==> src/rtl/i2c_target_pkg.sv <==
// Shared types and constants for the I2C target.
// Imported by the target top and its testbench-facing views.
package i2c_target_pkg;

  typedef enum logic [3:0] {
    IDLE,
    ADDR,
    ADDR_ACK,
    PTR,
    PTR_ACK,
    WDATA,
    WDATA_ACK,
    RDATA,
    RDATA_ACK,
    IGNORE
  } i2c_tgt_state_t;

  localparam int BITCNT_W = 4;

  localparam logic [BITCNT_W-1:0] BYTE_BITS = BITCNT_W'(8);
  localparam logic [BITCNT_W-1:0] LAST_BIT  = BITCNT_W'(7);
  localparam logic [BITCNT_W-1:0] FIRST_TX  = BITCNT_W'(1);

  localparam logic ACK  = 1'b0;
  localparam logic NACK = 1'b1;

endpackage

==> src/rtl/i2c_target_if.sv <==
// I2C pin bundle between a bus host and the target.
// sda_o is open-drain: 0 pulls low, 1 releases.
interface i2c_target_if;
  logic scl_i;
  logic sda_i;
  logic sda_o;

  modport master (
    output scl_i,
    output sda_i,
    input  sda_o
  );

  modport slave (
    input  scl_i,
    input  sda_i,
    output sda_o
  );
endinterface

==> src/rtl/i2c_line_filter.sv <==
// Two-flop synchronizer, N-sample deglitcher and edge strobes
// for one I2C line; idles high.
module i2c_line_filter #(
  parameter int FILTER_LEN = 3
) (
  input  logic sysclk,
  input  logic reset,
  input  logic pin,
  output logic level,
  output logic rise,
  output logic fall
);

  logic s1;
  logic s2;
  logic [FILTER_LEN-2:0] hist;
  logic [FILTER_LEN-1:0] win;

  // s2 plus history forms the FILTER_LEN-sample window
  assign win = {hist, s2};

  always_ff @(posedge sysclk) begin
    if (reset) begin
      s1    <= 1'b1;
      s2    <= 1'b1;
      hist  <= '1;
      level <= 1'b1;
      rise  <= 1'b0;
      fall  <= 1'b0;
    end else begin
      s1   <= pin;
      s2   <= s1;
      hist <= win[FILTER_LEN-2:0];
      rise <= 1'b0;
      fall <= 1'b0;
      if ((&win) && !level) begin
        level <= 1'b1;
        rise  <= 1'b1;
      end else if (!(|win) && level) begin
        level <= 1'b0;
        fall  <= 1'b1;
      end
    end
  end

endmodule

==> src/rtl/i2c_target.sv <==
// I2C target with a byte-addressed register window:
// pointer write, auto-increment write and streaming read.
module i2c_target
  import i2c_target_pkg::*;
#(
  parameter logic [6:0] ADDR7      = 7'h39,
  parameter int         NREGS_LOG2 = 4,
  parameter int         FILTER_LEN = 3
) (
  input  logic                  sysclk,
  input  logic                  reset,
  i2c_target_if.slave           bus,
  input  logic [NREGS_LOG2-1:0] host_idx,
  output logic [7:0]            host_q,
  output logic [7:0]            wr_data,
  output logic [NREGS_LOG2-1:0] wr_idx,
  output logic                  wr_valid,
  output logic                  busy
);

  localparam int NREGS = 1 << NREGS_LOG2;

  logic [7:0] regs [NREGS];

  logic scl_f, scl_rise, scl_fall;
  logic sda_f, sda_rise, sda_fall;
  logic cond_start, cond_stop;
  logic rx_state;

  i2c_tgt_state_t        state;
  logic [BITCNT_W-1:0]   bitcnt;
  logic [7:0]            sr;
  logic [7:0]            tx;
  logic [7:0]            rx_byte;
  logic                  rw;
  logic [NREGS_LOG2-1:0] ptr;
  logic                  sda_q;

  i2c_line_filter #(.FILTER_LEN(FILTER_LEN)) u_scl (
    .sysclk (sysclk),
    .reset  (reset),
    .pin    (bus.scl_i),
    .level  (scl_f),
    .rise   (scl_rise),
    .fall   (scl_fall)
  );

  i2c_line_filter #(.FILTER_LEN(FILTER_LEN)) u_sda (
    .sysclk (sysclk),
    .reset  (reset),
    .pin    (bus.sda_i),
    .level  (sda_f),
    .rise   (sda_rise),
    .fall   (sda_fall)
  );

  assign cond_start = sda_fall && scl_f;
  assign cond_stop  = sda_rise && scl_f;
  assign rx_state   = (state == ADDR) || (state == PTR) || (state == WDATA);
  assign rx_byte    = {sr[6:0], sda_f};
  assign host_q     = regs[host_idx];
  assign bus.sda_o  = sda_q;

  always_ff @(posedge sysclk) begin
    if (reset) begin
      state    <= IDLE;
      bitcnt   <= '0;
      sr       <= '0;
      tx       <= '1;
      rw       <= 1'b0;
      ptr      <= '0;
      sda_q    <= NACK;
      busy     <= 1'b0;
      wr_valid <= 1'b0;
      wr_data  <= '0;
      wr_idx   <= '0;
      for (int i = 0; i < NREGS; i++) regs[i] <= '0;
    end else begin
      wr_valid <= 1'b0;
      if (cond_start) begin
        bitcnt <= '0;
        sda_q  <= NACK;
        state  <= ADDR;
      end else if (cond_stop) begin
        sda_q <= NACK;
        busy  <= 1'b0;
        state <= IDLE;
      end else begin
        if (rx_state && scl_rise && bitcnt != BYTE_BITS) begin
          sr     <= rx_byte;
          bitcnt <= bitcnt + 1'b1;
        end
        unique case (state)
          ADDR: begin
            if (scl_fall && bitcnt == BYTE_BITS) begin
              if (sr[7:1] == ADDR7) begin
                sda_q <= ACK;
                busy  <= 1'b1;
                rw    <= sr[0];
                state <= ADDR_ACK;
              end else begin
                state <= IGNORE;
              end
            end
          end
          ADDR_ACK: begin
            if (scl_fall) begin
              if (rw) begin
                sda_q  <= regs[ptr][7];
                tx     <= {regs[ptr][6:0], 1'b1};
                bitcnt <= FIRST_TX;
                state  <= RDATA;
              end else begin
                sda_q  <= NACK;
                bitcnt <= '0;
                state  <= PTR;
              end
            end
          end
          PTR: begin
            if (scl_fall && bitcnt == BYTE_BITS) begin
              ptr   <= sr[NREGS_LOG2-1:0];
              sda_q <= ACK;
              state <= PTR_ACK;
            end
          end
          PTR_ACK, WDATA_ACK: begin
            if (scl_fall) begin
              sda_q  <= NACK;
              bitcnt <= '0;
              state  <= WDATA;
            end
          end
          WDATA: begin
            if (scl_rise && bitcnt == LAST_BIT) begin
              regs[ptr] <= rx_byte;
              wr_data   <= rx_byte;
              wr_idx    <= ptr;
              wr_valid  <= 1'b1;
              ptr       <= ptr + 1'b1;
            end
            if (scl_fall && bitcnt == BYTE_BITS) begin
              sda_q <= ACK;
              state <= WDATA_ACK;
            end
          end
          RDATA: begin
            if (scl_fall) begin
              if (bitcnt == BYTE_BITS) begin
                sda_q <= NACK;
                state <= RDATA_ACK;
              end else begin
                sda_q  <= tx[7];
                tx     <= {tx[6:0], 1'b1};
                bitcnt <= bitcnt + 1'b1;
              end
            end
          end
          RDATA_ACK: begin
            // entry was on a fall, so any fall seen here ends the ACK bit
            if (scl_rise) begin
              ptr <= ptr + 1'b1;
              if (sda_f == NACK) state <= IGNORE;
            end else if (scl_fall) begin
              sda_q  <= regs[ptr][7];
              tx     <= {regs[ptr][6:0], 1'b1};
              bitcnt <= FIRST_TX;
              state  <= RDATA;
            end
          end
          IDLE, IGNORE: ;
          default: state <= IDLE;
        endcase
      end
    end
  end

endmodule

==> src/flat_wrapper.sv <==
// flat-port wrapper written by rule: the top's interface ports become plain ports
module i2c_target_flat import i2c_target_pkg::*;
#(
  parameter logic [6:0] ADDR7      = 7'h39,
  parameter int         NREGS_LOG2 = 4,
  parameter int         FILTER_LEN = 3
)
  (sysclk, reset, host_idx, host_q, wr_data, wr_idx, wr_valid, busy, bus_scl_i, bus_sda_i, bus_sda_o);
  i2c_target_if bus_i ();
  input  logic sysclk;
  input  logic reset;
  input  logic [NREGS_LOG2-1:0] host_idx;
  output logic [7:0] host_q;
  output logic [7:0] wr_data;
  output logic [NREGS_LOG2-1:0] wr_idx;
  output logic wr_valid;
  output logic busy;
  input wire logic [$bits(bus_i.scl_i)-1:0] bus_scl_i;
  input wire logic [$bits(bus_i.sda_i)-1:0] bus_sda_i;
  output wire logic [$bits(bus_i.sda_o)-1:0] bus_sda_o;
  assign bus_i.scl_i = bus_scl_i;
  assign bus_i.sda_i = bus_sda_i;
  assign bus_sda_o = bus_i.sda_o;
  i2c_target #(.ADDR7(ADDR7), .NREGS_LOG2(NREGS_LOG2), .FILTER_LEN(FILTER_LEN)) u_core (.sysclk(sysclk), .reset(reset), .bus(bus_i), .host_idx(host_idx), .host_q(host_q), .wr_data(wr_data), .wr_idx(wr_idx), .wr_valid(wr_valid), .busy(busy));
endmodule
==> config.mk <==
export PLATFORM = sky130hd
export DESIGN_NAME = i2c_target_flat
export DESIGN_NICKNAME = d
export VERILOG_FILES = /design/src/rtl/i2c_target_pkg.sv /design/src/rtl/i2c_target_if.sv /design/src/rtl/i2c_line_filter.sv /design/src/rtl/i2c_target.sv /design/src/flat_wrapper.sv
export SDC_FILE = /design/constraint.sdc
export NUM_CORES = 1
export LEC_CHECK = 0
export CAP_MARGIN = 20
export CORE_MARGIN = 2
export CORE_UTILIZATION = 58
export DETAILED_ROUTE_END_ITERATION = 10
export PLACE_DENSITY = 0.76
export RECOVER_POWER = 50
export REMOVE_ABC_BUFFERS = 1
export SYNTH_ARGS = -nofsm -noshare
export SYNTH_HDL_FRONTEND = slang
export SYNTH_HIERARCHICAL = 1
export SYNTH_SLANG_ARGS = --single-unit
==> constraint.sdc <==
create_clock -name sysclk -period 3.7 [get_ports sysclk]
set_input_delay 0.74 -clock sysclk [delete_from_list [all_inputs] [get_ports sysclk]]
set_output_delay 0.74 -clock sysclk [all_outputs]
set_load 0.05 [all_outputs]
# After elaboration in Yosys (flattened, before gate mapping)
# Memory sizes are Yosys's and may differ from the RTL's. A register that Yosys moved wholly into a read port is not among the register bits.
# Cells that the tools add are included.
word_totals:
  ramBits: 128
  register_bits: 58
  inputBits: 8
  latchBits: 0
  n_memories: 1
  romBits: 0
  word_cells: 181
op_classes:
  multipliers: 0
  addsub: 2
  div_mod_pow: 0
  muxes: 67
  shifts: 0
  order_cmp: 0
  reduce_logical: 44
  n_bitwise: 3
  n_eq_ne: 40
mem_list:
  columns: ["name", "words", "word_bits", "read_ports", "rd_ports_with_merged_regs", "wr", "line_no", "text"]
  rows:
  - ["u_core.regs", 16, 8, 2, 1, 16, "i2c_target.sv:23", "logic [7:0] regs [NREGS];"]
op_table:
  columns: ["cell", "n"]
  rows:
  - ["2-to-1 mux 4 bit", 24]
  - ["2-to-1 mux 8 bit", 7]
  - ["case mux 4 bit (8 select lines)", 1]
  - ["2-to-1 mux 1 bit", 30]
  - ["inequality test 2 bit (second input constant)", 12]
  - ["inequality test 4 x 2 -> 1 bit (second input constant)", 6]
  - ["case mux 8 bit (3 select lines)", 1]
  - ["== test 4 x 3 -> 1 bit (second input constant)", 5]
  - ["AND reduction 10 bit", 2]
  - ["AND reduction 9 bit", 2]
  - ["case mux 4 bit (4 select lines)", 1]
  - ["== test 4 bit (second input constant)", 3]
  - ["case mux 4 bit (3 select lines)", 1]
  - ["OR reduction 2 bit", 6]
  - ["logical AND 1 bit", 10]
  - ["inequality test 5 x 3 -> 1 bit (second input constant)", 2]
  - ["AND reduction 3 bit", 3]
  - ["OR reduction 3 bit", 3]
  - ["adder 4 x 1 -> 4 bit (second input constant)", 2]
  - ["== test 4 x 2 -> 1 bit (second input constant)", 2]
  - ["AND reduction 4 bit", 2]
  - ["OR reduction 8 bit", 1]
  - ["== test 7 x 6 -> 1 bit (second input constant)", 1]
  - ["inequality test 2 x 1 -> 1 bit (second input constant)", 3]
  - ["other kinds (16)", 26]

# Longest topological paths before layout
# Gate-level depths: netlist (run 1).
logic_depth:
  ltp_word: 10
  ltp_mapped: 8
  ltp_nobuf: 7

# By module
# Netlist (run 1), hierarchy kept.
modules_own_cells:
  columns: ["mod", "n_inst", "cells_per_inst", "seq_area_each_um2", "area_per_inst_um2"]
  rows:
  - ["i2c_target", 1, 806, 4784.6, 9565.4]
  - ["i2c_line_filter", 2, 18, 140.1, 214.0]

# Least setup slack after synthesis (run 1)
# No wires, ideal clock.
synth_timing:
  kind: "input -> output"
  from: "input host_idx[0]"
  to: "output host_q[1]"
  n_path_buf: 2
  slack_ps: 548
  cell_stages: 4
  t_arrival_ps: 2412
  cell_sequence: "clkbuf_1 buf_2 mux4_2 mux4_2"
synth_via:
  elab_chain_cells: 1
synth_lines:
  columns: ["item", "line_no", "text"]
  rows:
  - ["from (decl)", "flat_wrapper.sv:12", "input logic [NREGS_LOG2-1:0] host_idx;"]
  - ["memory (16 x 8 bit)", null, null]
  - ["to (decl)", "flat_wrapper.sv:13", "output logic [7:0] host_q;"]
# No other way between the ends.

# Worst setup path after layout (run 1)
layout_timing:
  from: "input host_idx[1]"
  to: "output host_q[4]"
# The elaborated chain is that of the path after synthesis.

==> results of run 1 <==
==> flip-flops by register name, indices dropped and copies added (netlist names), 4 cells and up, named ones only <==
signal and flops:
u_core/regs 128, u_core/sr 8, u_core/wr_data 8, u_core/tx 7, u_core/bitcnt 4, u_core/ptr 4, u_core/state 4, u_core/wr_idx 4
==> stage by stage <==
step / power, mW / instance area [um^2] / setup WS [ns]
finish: 4.63 / 11100 / 0.419
global route: 4.74 / 11100 / 0.247
CTS: 4.65 / 11200 / 0.416
detailed placement: 2.75 / 10500 / 0.426
global placement: 2.74 / 10500 / 0.480
floorplan: 2.59 / 9690 / 0.476
==> metal layers <==
metal,GRT usage (%),share of wire [%]
met1,45.4,40
met4,12.1,4.4
met3,7.00,11
met2,47.2,45
met5,0,0.12
==> path summary, 6_finish.rpt <==
check	startpoint	slack [ns]	cells after the start	end
setup / recovery	host_idx[1]	0.42	5	host_q[4]
hold / removal	u_core/u_scl/s1$_SDFF_PP1_	0.42	1	u_core/u_scl/s2$_SDFF_PP1_
setup reg to reg	u_core/bitcnt[0]$_SDFFE_PP0N_	0.45	6	u_core/regs[2][3]$_SDFFCE_PN0P_
hold reg to reg	u_core/u_scl/s1$_SDFF_PP1_	0.42	1	u_core/u_scl/s2$_SDFF_PP1_
==> layout make-up <==
class,instances,area (um^2),share of cell area [%]
sequential,189,5060,45.7
timing repair buffer,66,541,4.88
inverter,13,48.8,0.440
multi-input combinational,573,4520,40.8
clock inverter,15,203,1.83
clock buffer,17,425,3.84
tap,220,275,2.48
==> worst max-delay path, cell delays in order <==
cell and delay (ns):
clkdlybuf4s50_1 0.52, buf_12 0.22, mux4_2 0.35, mux4_2 0.49, buf_4 0.21
==> report_power, final <==
group / switching (mW) / internal (mW)
combinational: 0.162 / 0.138
clock: 0.882 / 1.04
sequential: 0.0855 / 2.33
total: 1.13 / 3.50
==> cell families (layout without fill, tap and decap cells) <==
family                   Yosys count  in the layout
multiplexers                     103            103
adder cells (fa/ha/maj)            6              6
XOR/XNOR                           5              5
flip-flops                       189            189
AND/OR/NAND/NOR                  322            322
AO/OA/AOI/OAI                    137            137
buffers and inverters             80            111
==> Yosys cell counts (4+ instances only) <==
cell      count
a211oi_1      5
clkbuf_1     47
nand4b_1      5
dfxtp_1      61
buf_4         6
edfxtp_1    128
nor2_1       28
o21ai_0      27
mux4_2       48
nand2_1      52
ha_1          6
mux2i_1      49
nor2b_1       6
mux2_2        6
o211ai_1      5
nand3_1      31
and2_1      131
nor3_1       11
a31oi_1       5
a41oi_1       6
nor3_2        4
a21oi_1      40
inv_1        13
nand3_2       4
buf_2        10
or2_2         9
a22oi_1      24
==> metrics, run 1 <==
WP data arrival 2.54 ns; commonest non-fill, non-tap cells in the layout edfxtp_1, and2_1, dfxtp_1; type of the most critical hold path reg -> reg; DRC violations left 0; Compound-Gate Fraction of Synth Area 8.99%; final-report hold violation count 0; vias in the first global route 6754; DP Wirelength 20300 um; Max Cap Viol 1; Root Buffer clkbuf_16; Via Count between 7000 and 8000; Startpoint Class primary input; ANT nets after route 0; CTS Buffer Depth 2; Synth Register Bits about 190; largest family of logic cells by synthesized area simple AND/OR/NAND/NOR gates; clock skew about 0.011 ns; mux cell area share after synthesis approximately 16%; most common cell after layout, fill and taps aside edfxtp_1; ant diodes 0; Fin Hold WS 0.415 ns; initial antenna violation count 1; clk_lat worst skew 0.43 ns; Avg Cell Area, Syn roughly 12 um^2; failing checks capacitance limit, slew limit; core box area around 17000 um^2; Post-Syn Area 9990 um^2; proportion of layout cells with a drive suffix above 1 about 17%; Die ar. roughly 18000 um^2; VDD IR max roughly 0.33 mV; CP Class in -> out; XOR/XNOR share of the synthesized area less than 1%; nets 874; post_cts resized 0; first-pass GRT wire length about 42000 um; Ys Warns 6; Final Max Slew Viols 58; max_slew headroom -72.4%; htree depth 4; grt ovf 0; Inserted Clock Buffers 17; Filler cells between 1000 and 1500; run status finished with violations; Tcrit/Tclk final a little under 90%; Critical Path RT between 2 and 3 ns; Yosys top cell area share about two fifths; # port buffers 30; final setup violation count 0; Critical Path End Type output pin; P per Cell Area about 420 nW/um^2; DRT Wirelength ~28000 um; die height between 100 and 150 um; post-synthesis simple-gate area fraction 19.2%; GPL Wtd Cong 1.12; io pins 31; Horiz. Die Dim about 140 um; cell total after placement between 1000 and 1500; Vias/cell 6.69; Lkg Pwr roughly 3.6 nW; post-synthesis adder-cell area fraction less than 1%; Cell variety after synth 73; post-layout min period between 3 and 4 ns; ys flop type edfxtp_1; Syn Inst Count between 800 and 900; pin count of the biggest net entering global routing 58; TritonRoute pass-1 iters 7; Layout Cells excl Fill approximately 1100; DR WL/cell ~26 um; synthesis-to-layout area growth 10.9%; CTS tree done; Util after Layout 66.3%; Starting Density 59.8%; hold buffers post-CTS 0; Max Clk Rate a little over 0.3 GHz; total track usage a little under a third; clk sink count between 150 and 200; critical path peak fanout 32; Slew @ Worst Pin ~2.6 ns; post-synthesis async set-or-reset flop share 0%; post-CTS setup buffer count 0; Post-synth EDFFs about 130; sequential area share after synthesis approximately half; drt initial violations between 1000 and 1500; RSZ-0062 raised after global routing false; Synth area leaders edfxtp_1, dfxtp_1, mux4_2; TNS Setup 0 ns; row count 47; Worst-path clk slew around 0.07 ns; leading area contributor after synthesis edfxtp_1
Note: power is estimated with default switching activity, not from simulation.
==> inputs of run 2 (changes only) <==
--- a/config.mk
+++ b/config.mk
@@ -7,9 +7,9 @@
 export LEC_CHECK = 0
 export CAP_MARGIN = 20
 export CORE_MARGIN = 2
-export CORE_UTILIZATION = 58
+export CORE_UTILIZATION = 40
 export DETAILED_ROUTE_END_ITERATION = 10
-export PLACE_DENSITY = 0.76
+export PLACE_DENSITY = 0.56
 export RECOVER_POWER = 50
 export REMOVE_ABC_BUFFERS = 1
 export SYNTH_ARGS = -nofsm -noshare
==> constraint.sdc (replaced) <==
create_clock -name sysclk -period 3.7 [get_ports sysclk]
set_input_delay 0.74 -clock sysclk [delete_from_list [all_inputs] [get_ports sysclk]]
set_output_delay 0.74 -clock sysclk [all_outputs]
set_load 0.1 [all_outputs]
==> run 2 against run 1 <==
- the run still ends with capacitance limit, slew limit left
- hold slack got worse by 0.0021 ns
- via count is 2.3% lower
- flip-flop and latch count unchanged
- combinational power rose by 32%
- power increased by 0.87%
- clock-buffer cell count stayed put
- sequential power hardly changed
- final cell count rose by 9.4%
- critical path depth increased by 2
- global-route usage shrank 8.1 points
- cell area rose by 1.5%
- worst setup slack worse by 0.034 ns
- largest cell class unchanged
==> metrics, run 2 (synthesis gave the netlist of run 1 again) <==
Worst-path clk slew 0.09 ns (+0.02 ns); TNS Setup 0 ns (unchanged); Starting Density 41.0% (-19 points); pin count of the biggest net entering global routing 58 (unchanged); critical path peak fanout 16 (-50%); Largest regs u_core/regs: 128 flops, u_core/sr: 8 flops, u_core/wr_data: 8 flops; max_slew headroom -75.7% (-3.3 points); Horiz. Die Dim 162 um (+20%); max layer used met4; ANT nets after route 0 (unchanged); TritonRoute pass-1 iters 5 (-2); hold buffers post-CTS 0 (unchanged); Filler cells 2254 (+81%); first-pass GRT wire length 45100 um (+8.5%); CTS tree done; failing checks capacitance limit, slew limit; Slew @ Worst Pin 2.64 ns (+0.0502 ns); final-report hold violation count 0 (unchanged); flop2flop setup slack 0.38 ns (-0.07 ns); RSZ-0062 raised after global routing false; Startpoint Class register; Critical Path RT 3.82 ns (+0.86 ns); nets 872 (-0.23%); final setup violation count 0 (unchanged); type of the most critical hold path reg -> reg; Fin Hold WS 0.413 ns (-0.00214 ns); most common cell after layout, fill and taps aside edfxtp_1; grt ovf 0 (unchanged); Final Max Slew Viols 58 (unchanged); DR WL/cell 25.2 um (-2.3%); synthesis-to-layout area growth 12.6%; P per Cell Area 415 nW/um^2 (-0.65%); Root Buffer clkbuf_16; GPL Wtd Cong 0.975 (-13%); R2R cell count 7 (+1); crit path to u_core/regs[1][1]$_SDFFCE_PN0P_; DRC violations left 0 (unchanged); core box area 24400 um^2 (+46%); Via Count 7140 (-2.3%); WP data arrival 3.44 ns (+0.90 ns); vias in the first global route 7026 (+4.0%); DP Wirelength 21600 um (+6.7%); Max Clk Rate 0.302 GHz (-1.0%); post_cts resized 0 (unchanged); drt initial violations 680 (-33%); DR WL met2 13600 um (+7.6%); metal3 WL 1890 um (-38%); M1 wire length 13500 um (+20%); max FFs per register 128 (unchanged); Max Cap Viol 1 (unchanged); clock skew 0.0188 ns (+0.00815 ns); run status finished with violations; Reg2Reg Capture Point u_core/regs[1][1]$_SDFFCE_PN0P_; Crit Reg-Reg Startpoint u_core/bitcnt[0]$_SDFFE_PP0N_; VDD IR max 0.299 mV (-10%); die height 162 um (+20%); io pins 31 (unchanged); overall power 4.67 mW (+0.87%); total track usage 23.4% (-8.1 points); CP Class reg -> reg; post-CTS setup buffer count 0 (unchanged); clk_lat worst skew 0.44 ns (about the same); proportion of layout cells with a drive suffix above 1 16.4% (-0.31 points); Setup crit start u_core/bitcnt[0]$_SDFFE_PP0N_; post-layout min period 3.32 ns (+0.0343 ns); initial antenna violation count 0 (-1); CTS Buffer Depth 2 (unchanged); Die ar. 26300 um^2 (+44%); Util after Layout 46.1% (-20 points); Tcrit/Tclk final 89.6% (+0.93 points); cell total after placement 1163 (+9.6%); htree depth 4 (unchanged); Vias/cell 5.97 (-11%); commonest non-fill, non-tap cells in the layout edfxtp_1, and2_1, dfxtp_1; clk sink count 189 (unchanged); Critical Path End Type register; row count 57 (+21%); Lkg Pwr 3.60 nW (-1.1%); largest reg by FF count u_core/regs; Layout Cells excl Fill 1196 (+9.4%); Inserted Clock Buffers 17 (unchanged); # port buffers 30 (unchanged); DRT Wirelength 30100 um (+6.9%)
## run 2: cell count changes in the layout (fill, tap and decap cells not counted), moves of 2 or more
cell             before  now
dlygate4sd3_1        15    0
and2_1               91   87
buf_12                3   10
and2_0               40   44
clkinv_8              3    5
buf_4                31   23
nor3_1               13   15
clkdlybuf4s50_1       5   20
clkinvlp_4            3    1
bufinv_16             2    0
## run 2: cell type report
class	instances	area, um^2	area share [%]
Clock inverter	15	184	1.63
Timing Repair Buffer	64	617	5.48
Sequential cell	189	5060	45.0
Tap cell	324	405	3.60
Multi-Input combinational cell	573	4500	40.0
Inverter	13	48.8	0.434
Antenna cell	1	2.50	0.0222
Clock buffer	17	425	3.78
## run 2: through the flow
step	setup slack [ns]	cell area, um^2
after floorplan	0.476	9690
after global placement	0.447	10700
after detailed placement	0.413	10700
after CTS	0.403	11400
after global routing	0.231	11200
final	0.384	11200
## run 2: how the worst min path moves through the flow
stage / from / end / slack [ns] / cells past startpoint
after detailed placement: u_core/u_scl/s1$_SDFF_PP1_ / u_core/u_scl/s2$_SDFF_PP1_ / 0.39 / 1
after global placement: u_core/u_scl/s1$_SDFF_PP1_ / u_core/u_scl/s2$_SDFF_PP1_ / 0.39 / 1
after floorplan: u_core/u_scl/s1$_SDFF_PP1_ / u_core/u_scl/s2$_SDFF_PP1_ / 0.39 / 1
after global routing: u_core/u_sda/s1$_SDFF_PP1_ / u_core/u_sda/s2$_SDFF_PP1_ / 0.43 / 1
final: u_core/u_scl/s1$_SDFF_PP1_ / u_core/u_scl/s2$_SDFF_PP1_ / 0.41 / 1
after CTS: u_core/u_scl/s1$_SDFF_PP1_ / u_core/u_scl/s2$_SDFF_PP1_ / 0.42 / 1
## run 2: worst max-delay path, stage by stage (launching register included)
cell and delay, ns:
dfxtp_1 0.45, ha_1 0.29, and4b_1 0.27, and3_1 0.17
buf_4 0.21, nand3_1 0.38, nor3_1 0.86, or2_2 0.37
## run 2: power breakdown
group          switching (mW)  internal (mW)
Sequential             0.0843           2.32
Combinational           0.225          0.171
Clock                   0.942          0.922
Total                    1.25           3.42
## run 2: layer usage
layer | track usage (%) | vias to the layer above
met4 | 9.69 | 0
met1 | 33.4 | 3571
met2 | 35.8 | 341
li1 | - | 3168
met5 | 0 | -
met3 | 3.45 | 60
==> inputs of run 3 (changes only) <==
--- a/config.mk
+++ b/config.mk
@@ -7,12 +7,12 @@
 export LEC_CHECK = 0
 export CAP_MARGIN = 20
 export CORE_MARGIN = 2
-export CORE_UTILIZATION = 40
+export CORE_UTILIZATION = 43
 export DETAILED_ROUTE_END_ITERATION = 10
-export PLACE_DENSITY = 0.56
+export PLACE_DENSITY = 0.59
 export RECOVER_POWER = 50
 export REMOVE_ABC_BUFFERS = 1
+export SKIP_LAST_GASP = 1
 export SYNTH_ARGS = -nofsm -noshare
 export SYNTH_HDL_FRONTEND = slang
-export SYNTH_HIERARCHICAL = 1
 export SYNTH_SLANG_ARGS = --single-unit
==> run 3 against run 2 <==
- the flow still finishes with violations (capacitance limit, slew limit)
- final cell count down 2.3%
- global-route usage is 1.8 points higher
- combinational power rose by 100%
- critical path depth down 2
- largest cell class unchanged
- via count shrank 0.63%
- critical path type is now in -> out
- clock power about the same
- synthesized cell count is 2.4% lower
- sequential power is 3% higher
- non-clock buffer count shrank 2
==> metrics, run 3 <==
run status finished with violations; failing checks capacitance limit, slew limit; Final Max Slew Viols 49 (-16%); Worst path max stage delay 0.53 ns (-0.33 ns); GPL Wtd Cong 0.935 (-4.1%); core box area 23300 um^2 (-4.3%); placed cell area 10900 um^2 (+1.5%); Die ar. 24900 um^2 (-5.2%); Post-synth EDFFs 128 (unchanged); proportion of layout cells with a drive suffix above 1 20.0% (+3.6 points); Syn Inst Count 822 (-2.4%); max FFs per register 128 (unchanged); ANT nets after route 0 (unchanged); RSZ-0062 raised after global routing false; Place WS 0.413 ns (+0.0000190 ns); Tcrit/Tclk final 89.4% (-0.17 points); nets 851 (-2.4%); P per Cell Area 455 nW/um^2 (+9.7%); first-pass GRT wire length 45000 um (-0.34%); Via Count 7095 (-0.63%); synthesis-to-layout area growth 11.8%; Post-Syn Area 10200 um^2 (+1.8%); hold wc startpoint u_core.u_sda.s1$_SDFF_PP1_; Avg Cell Area, Syn 12.4 um^2 (+4.2%); Worst Hold End u_core.u_sda.s2$_SDFF_PP1_; Cell variety after synth 76 (+4.1%); Synth area leaders edfxtp_1, dfxtp_1, mux4_2; Critical Path RT 2.96 ns (-0.86 ns); # port buffers 30 (unchanged); TritonRoute pass-1 iters 5 (unchanged); CP max stage cell mux4_2; ant diodes 0 (-1); total track usage 25.2% (+1.8 points); Largest regs u_core.regs: 128 flops, u_core.sr: 8 flops, u_core.wr_data: 8 flops; CP delay by family, top buffers and inverters; Startpoint Class primary input; Synth Register Bits 189 (unchanged); CTS tree done; final setup margin 0.391 ns (+0.00646 ns); R2R cell count 5 (-2); Starting Density 43.6% (+2.6 points); CTS Buffer Depth 2 (unchanged); clock skew 0.0106 ns (-0.00812 ns); Crit Reg-Reg Startpoint u_core.state[2]$_SDFFE_PP0P_; initial antenna violation count 0 (unchanged); DP Wirelength 21600 um (-0.15%); Filler cells 2043 (-9.4%); Slew @ Worst Pin 1.60 ns (-1.04 ns); leading area contributor after synthesis edfxtp_1; max_slew headroom -6.39% (+69 points); row count 56 (-1.8%); Inserted Clock Buffers 17 (unchanged); type of the most critical hold path reg -> reg; VDD IR max 0.276 mV (-7.7%); final setup violation count 0 (unchanged); sequential area share after synthesis 49.8% (-0.87 points); Register Area 5070 um^2 (about the same); Reg2Reg Capture Point u_core.state[2]$_SDFFE_PP0P_; overall power 5.18 mW (+11%); post-layout instance area 11400 um^2 (+1.1%); Yosys top cell area share 37.8% (-0.66 points); Lkg Pwr 3.85 nW (+6.9%); post-synthesis async set-or-reset flop share 0% (unchanged); DRC violations left 0 (unchanged); vias in the first global route 6834 (-2.7%); DR WL/cell 25.8 um (+2.5%); clk sink count 189 (unchanged); post-CTS setup buffer count 0 (unchanged); Horiz. Die Dim 158 um (-2.6%); crit path cell chain clkdlybuf4s50_1 > buf_12 > mux4_2 > mux4_2 > buf_12; clk_lat worst skew 0.44 ns (about the same); Max Cap Viol 2 (+1); Max Clk Rate 0.302 GHz (+0.20%); Multi-input gate area 4680 um^2 (+3.9%); htree depth 4 (unchanged); WP data arrival 2.57 ns (-0.87 ns); post-layout min period 3.31 ns (-0.00646 ns); ys flop type edfxtp_1; pin count of the biggest net entering global routing 41 (-29%); Critical Path End Type output pin; post_cts resized 0 (unchanged); Layout Cells excl Fill 1169 (-2.3%); DRT Wirelength 30200 um (+0.17%); most instantiated library cell after synthesis and2_1; hold depth 1 (unchanged); Worst-path clk slew 0.07 ns (-0.02 ns); cell total after placement 1137 (-2.2%); final-report hold violation count 0 (unchanged); most common cell after layout, fill and taps aside edfxtp_1; grt ovf 0 (unchanged); Buf/Inv on CP 3 (+2); Commonest cells post-synth and2_1, edfxtp_1, dfxtp_1; Ys Warns 0 (-6); die height 158 um (-2.6%); flop2flop setup slack 0.47 ns (+0.09 ns); Root Buffer clkbuf_16; critical path peak fanout 32 (+16); TNS Setup 0 ns (unchanged); Vias/cell 6.07 (+1.7%); hold buffers post-CTS 0 (unchanged); drt initial violations 904 (+33%); io pins 31 (unchanged); largest reg by FF count u_core.regs; commonest non-fill, non-tap cells in the layout edfxtp_1, and2_1, dfxtp_1; CP Class in -> out
run 3: cell count changes in the layout (fill, tap and decap cells not counted), moves of 14 or more:
| cell | previous run | this run |
|---|---|---|
| a22oi_1 | 24 | 1 |
| mux2i_1 | 49 | 35 |
| nand2_1 | 52 | 17 |
| nor2_1 | 31 | 53 |
| dlygate4sd3_1 | 0 | 15 |
| nor2b_1 | 6 | 21 |
| clkdlybuf4s50_1 | 20 | 5 |
| mux2_2 | 6 | 26 |
| nand3_1 | 35 | 10 |
| a21oi_1 | 40 | 13 |
run 3: per-stage QoR:
step                utilization, %  hold slack [ns]
global placement              46.7            0.393
global route                  48.7            0.427
detailed placement            46.7            0.397
finish                        48.7            0.412
floorplan                        -            0.389
CTS                           49.3            0.415
run 3: area by class of cell:
class                   instances  share of cell area (%)
well taps                     319                    3.51
inverters                       8                   0.264
clock buffers                  19                    4.08
flip-flops and latches        189                    44.5
multi-input cells             559                    41.1
repair buffers                 62                    5.26
clock inverters                13                    1.23
run 3: logic make-up after synthesis:
family	count (synthesis)	synth area share (%)
adders and majority gates	6	0.738
DFF	189	49.8
and+or+nand+nor	322	20.0
buffers and inverters	74	3.22
xor gates and xnor gates	2	0.172
AOI/OAI and AO/OA	116	8.23
muxes	113	17.8
run 3: worst reg2reg max path, cell delays in order, from the launching register on:
cell and delay [ns]:
dfxtp_1 0.80, nor2_1 0.23, a32o_1 0.26, a2111oi_1 1.31
o221ai_1 0.32, o211a_1 0.22
run 3: per-layer routing:
layer  GRT usage, %  routed length, um
met1           35.6              13000
met4           9.61                937
met3           5.78               2640
met2           38.0              13600
met5              0                  0
run 3: worst max-delay path by stage:
stage	slack, ns	cells after the start	end	from
final	0.39	5	host_q[3]	host_idx[1]
after CTS	0.40	5	host_q[3]	host_idx[1]
after global routing	0.19	5	u_core.state[2]$_SDFFE_PP0P_	u_core.state[2]$_SDFFE_PP0P_
after global placement	0.43	5	host_q[7]	host_idx[1]
after floorplan	0.70	4	u_core.regs[12][0]$_SDFFCE_PN0P_	u_core.state[0]$_SDFFE_PP0P_
after detailed placement	0.41	5	host_q[7]	host_idx[1]
run 3: power breakdown:
| part | leakage [nW] | internal [mW] | switching [mW] |
|---|---|---|---|
| Sequential | 1.72 | 2.37 | 0.125 |
| Clock | 0.303 | 1.01 | 0.865 |
| Combinational | 1.83 | 0.332 | 0.472 |
